==> config.mk <==
export PLATFORM = sky130hd
export DESIGN_NAME = gray_event_timestamper
export DESIGN_NICKNAME = d
export VERILOG_FILES = /design/src/rtl/gray_event_timestamper.sv
export SDC_FILE = /design/constraint.sdc
export NUM_CORES = 1
export LEC_CHECK = 0
export CAP_MARGIN = 20
export CORE_ASPECT_RATIO = 2
export CORE_MARGIN = 8
export CORE_UTILIZATION = 60
export DETAILED_ROUTE_END_ITERATION = 8
export PLACE_DENSITY_LB_ADDON = 0.3
export SYNTH_ARGS = -nofsm -noshare
export SYNTH_HDL_FRONTEND = slang
export SYNTH_SLANG_ARGS = --single-unit
==> constraint.sdc <==
create_clock -name clk -period 11.06 [get_ports clk]
set_input_delay 3.318 -clock clk [delete_from_list [all_inputs] [get_ports clk]]
set_output_delay 3.318 -clock clk [all_outputs]
set_load 0.005 [all_outputs]
==> src/rtl/gray_event_timestamper.sv <==
// Event timestamp FIFO: captures the Gray count per channel event, stores Gray words,
// and decodes only the head entry to binary for readout under valid/ready.
module gray_event_timestamper #(
  parameter int unsigned DEPTH  = 8,
  parameter int unsigned CH_W   = 4,
  parameter int unsigned DROP_W = 8
) (
  input  logic                       clk,
  input  logic                       reset,
  input  logic [15:0]                gray_count,
  input  logic                       ev_valid,
  input  logic [CH_W-1:0]            ev_ch,
  input  logic                       rd_ready,
  input  logic                       clr_ovf,
  output logic                       rd_valid,
  output logic [15:0]                rd_time,
  output logic [CH_W-1:0]            rd_ch,
  output logic [$clog2(DEPTH):0]     level,
  output logic                       full,
  output logic                       ovf,
  output logic [DROP_W-1:0]          drop_cnt
);

  localparam int unsigned AW = $clog2(DEPTH);
  localparam int unsigned LW = AW + 1;
  localparam int unsigned EW = 16 + CH_W;

  logic [EW-1:0]     mem_q [DEPTH];
  logic [AW-1:0]     wr_ptr_q, wr_ptr_d;
  logic [AW-1:0]     rd_ptr_q, rd_ptr_d;
  logic [LW-1:0]     level_q, level_d;
  logic              full_q, full_d;
  logic              rd_valid_q, rd_valid_d;
  logic              ovf_q, ovf_d;
  logic [DROP_W-1:0] drop_cnt_q, drop_cnt_d;

  logic              push, pop, drop;
  logic [EW-1:0]     head;
  logic [15:0]       head_gray;

  // A full FIFO still accepts an event when the head is popped on the same edge.
  always_comb begin
    pop  = rd_valid_q & rd_ready;
    push = ev_valid & (~full_q | pop);
    drop = ev_valid & full_q & ~pop;
  end

  always_comb begin
    wr_ptr_d   = push ? wr_ptr_q + AW'(1) : wr_ptr_q;
    rd_ptr_d   = pop ? rd_ptr_q + AW'(1) : rd_ptr_q;
    level_d    = level_q + LW'(push) - LW'(pop);
    rd_valid_d = (level_d != '0);
    full_d     = (level_d == LW'(DEPTH));
  end

  // A drop on the same edge as a clear leaves exactly that one drop recorded.
  always_comb begin
    ovf_d      = ovf_q;
    drop_cnt_d = drop_cnt_q;
    if (drop) begin
      ovf_d = 1'b1;
      if (clr_ovf) begin
        drop_cnt_d = DROP_W'(1);
      end else if (drop_cnt_q != '1) begin
        drop_cnt_d = drop_cnt_q + DROP_W'(1);
      end
    end else if (clr_ovf) begin
      ovf_d      = 1'b0;
      drop_cnt_d = '0;
    end
  end

  always_ff @(posedge clk) begin
    if (reset) begin
      wr_ptr_q   <= '0;
      rd_ptr_q   <= '0;
      level_q    <= '0;
      full_q     <= 1'b0;
      rd_valid_q <= 1'b0;
      ovf_q      <= 1'b0;
      drop_cnt_q <= '0;
    end else begin
      wr_ptr_q   <= wr_ptr_d;
      rd_ptr_q   <= rd_ptr_d;
      level_q    <= level_d;
      full_q     <= full_d;
      rd_valid_q <= rd_valid_d;
      ovf_q      <= ovf_d;
      drop_cnt_q <= drop_cnt_d;
    end
  end

  always_ff @(posedge clk) begin
    if (!reset && push) begin
      mem_q[wr_ptr_q] <= {gray_count, ev_ch};
    end
  end

  // Bit i of the binary value is the XOR of all Gray bits at or above i.
  always_comb begin
    head      = mem_q[rd_ptr_q];
    head_gray = head[CH_W +: 16];
    for (int i = 0; i < 16; i++) begin
      rd_time[i] = ^(head_gray >> i);
    end
    rd_ch = head[CH_W-1:0];
  end

  assign rd_valid = rd_valid_q;
  assign level    = level_q;
  assign full     = full_q;
  assign ovf      = ovf_q;
  assign drop_cnt = drop_cnt_q;

endmodule

==> impl_metrics.env <==
export IMPL_cts_buffer_depth=2
export IMPL_antenna_found_initial=0
export IMPL_rsz0062_at_grt="no"
export IMPL_reg2reg_to="mem_q[2][10]"
export IMPL_cts_hold_buf=0
export IMPL_finalHoldViolCount=0
export IMPL_post_cts_resized=0
export IMPL_numCtsBuffers=17
export IMPL_slowest_stage="mux4_2"
export IMPL_r2r_start="rd_valid"
export IMPL_cts_clk_slew_worst_paths_ns=0.07
export IMPL_holdPathStages=2
export IMPL_wl_um=13800
export IMPL_final_nets=511
export IMPL_grt_first_pass_wirelength_um=21500
export IMPL_crit_family="XOR/XNOR gates"
export IMPL_synth_simple_gate_area_share=0.0328
export IMPL_postSynthAreaPerCell_um2=18.8
export IMPL_grt_max_degree=36
export IMPL_yosys_warnings=0
export IMPL_via_count=3738
export IMPL_synth_fa_ha_area_frac=0.0142
export IMPL_clock_sinks=184
export IMPL_finalSetupViolCount=0
export IMPL_powerDensity_nw_per_um2=244
export IMPL_r2r_slack_ns=8.50
export IMPL_dr_pass1_iters=4
export IMPL_dieArea_um2=16700
export IMPL_core_area_um2=12400
export IMPL_drc_errors=0
export IMPL_hp_class="register to register"
export IMPL_skew_ns=0.00862
export IMPL_synth_nets=435
export IMPL_pre_cts_ws_ns=3.54
export IMPL_layout_common_cells="edfxtp_1, clkdlybuf4s50_1, mux4_2"
export IMPL_worstPathRequired_ns=7.74
export IMPL_synth_top_family_by_area="multiplexers"
export IMPL_worstSetupPathType="register to output pin"
export IMPL_final_cell_count_no_fill=641
export IMPL_diodes=0
export IMPL_io_pins=60
export IMPL_drv_cap=0
export IMPL_worst_slack_ns=3.38
export IMPL_die_w_um=95.4
export IMPL_cts_max_level=4
export IMPL_synth_seq_cells=184
export IMPL_worstSetupPathDepth=8
export IMPL_grt_usage=0.179
export IMPL_syn_inst=402
export IMPL_dp_cells=608
export IMPL_synth_flop_cell="edfxtp_1"
export IMPL_min_from="ovf"
export IMPL_fin_crit_ns=7.68
export IMPL_gp_congestion=0.725
export IMPL_fin_util=0.721
export IMPL_synth_async_reset_ratio=0
export IMPL_ant_nets=0
export IMPL_wire_per_inst_um=21.5
export IMPL_timing_final_max_slew_violations=0
export IMPL_syn_area_um2=7560
export IMPL_worstRegToRegCells=6
export IMPL_vias_per_cell=5.83
export IMPL_drt_initial_drc_count=332
export IMPL_fin_crit_sh=0.694
export IMPL_grt_overflow=0
export IMPL_cpPeakStageDelay_ns=0.59
export IMPL_die_y_um=175
export IMPL_cts_tree="done"
export IMPL_place_hpwl_um=8490
export IMPL_post_cts_setup_buffers=0
export IMPL_seq_area_frac_synth=0.699
export IMPL_grt_pass1_vias=4023
export IMPL_critPathBufInv=2
export IMPL_final_common_cell="edfxtp_1"
export IMPL_critPathCaptureType="output pin"
export IMPL_crit_path_cell_trace="buf_4 > mux4_2 > mux2i_1 > xnor3_1 > xnor3_2 > xor2_2 > xnor2_1 > clkdlybuf4s50_1"
export IMPL_status="completed"
export IMPL_synth_mux_area_frac=0.152
export IMPL_holdPathEnd="ovf"
export IMPL_path_max_fanout=35
export IMPL_synth_enable_flop_cells=160
export IMPL_syn2layout_area_growth_pct=18.3
export IMPL_synth_compound_area_share=0.0104
export IMPL_synth_distinct_cells=37
export IMPL_clkLatencyLatePin_ns=0.43
export IMPL_critPathLaunchType="register"
export IMPL_fin_setup_tns_ns=0
export IMPL_max_freq_mhz=130
export IMPL_maxSlewHeadroom=0.560
export IMPL_p_leak_nw=2.95
export IMPL_synthXorXnorAreaFrac=0.0758
export IMPL_root_buffer="clkbuf_16"
export IMPL_port_buffers=59
export IMPL_peakVddDrop_mv=0.542
export IMPL_rows=58
export IMPL_start_util=0.609
export IMPL_worstMarginPinSlew_ns=0.659
export IMPL_cp_arrival_ns=4.36
export IMPL_drive_gt1_frac=0.198
==> sequential cells by signal, indices dropped and copies added, names as in the netlist, named ones only <==
signal and count:
full 1, ovf 1, drop_cnt 8, mem_q 160, wr_ptr_q 3, rd_valid 1
level 4, rd_ptr_q 3
==> cells by family (layout without fill, tap and decap cells) <==
| logic type | Yosys count | after routing |
|---|---|---|
| buffers and inverters | 25 | 114 |
| AND/OR/NAND/NOR | 56 | 56 |
| adder cells (fa/ha/maj) | 8 | 8 |
| flip-flops | 184 | 184 |
| multiplexers | 60 | 60 |
| AO/OA/AOI/OAI | 12 | 12 |
| XOR/XNOR | 57 | 57 |
==> tightest hold or removal path: stages (launching register included) <==
cell and delay (ns):
dfxtp_1 0.33, a32oi_1 0.06, nor2_1 0.08
==> per-layer routing <==
layer	vias up	global-route usage	wire length [um]
met1	1906	0.209	5440
met2	92	0.294	7410
met4	0	0.0762	263
met3	21	0.0529	674
li1	1719	-	-
met5	-	0	0
==> through the flow <==
stage / total power, mW / hold WS [ns] / cell area (um^2)
final: 2.19 / 0.499 / 8940
after global routing: 2.28 / 0.542 / 8940
after CTS: 2.21 / 0.505 / 8920
after detailed placement: 1.64 / 0.471 / 8360
after global placement: 1.62 / 0.463 / 8360
after floorplan: 1.22 / 0.447 / 7560
==> worst max path at each step <==
| stage | start | to |
|---|---|---|
| after floorplan | register | rd_time[2] |
| after global placement | register | rd_time[4] |
| after detailed placement | register | rd_time[4] |
| after CTS | register | rd_time[4] |
| after global routing | register | rd_time[4] |
| final | register | rd_time[4] |
==> Yosys cell counts (6+ instances only) <==
cell type,number,area (um^2)
nor2_1,26,97.6
mux2_2,6,67.6
mux4_1,9,236
dfxtp_1,24,480
nand2_1,11,41.3
mux4_2,31,698
mux2i_1,13,130
inv_1,12,45.0
nand3_1,6,30.0
xnor2_1,23,201
xor2_1,28,245
edfxtp_1,160,4800
ha_1,7,87.6
==> layout make-up <==
type / instances / area, um^2
Clock inverter: 15 / 134
Clock buffer: 17 / 425
Multi-Input combinational cell: 193 / 2180
Fill cell: 745 / 3470
Sequential cell: 184 / 5290
Inverter: 12 / 45.0
Timing Repair Buffer: 70 / 686
Tap cell: 150 / 188
==> report_power, final <==
part	total (mW)	internal, mW	switching [mW]
sequential	0.814	0.789	0.0248
combinational	0.804	0.487	0.316
clock	0.569	0.297	0.271
total	2.19	1.57	0.612
No activity file was read; power rests on OpenSTA's default activity.
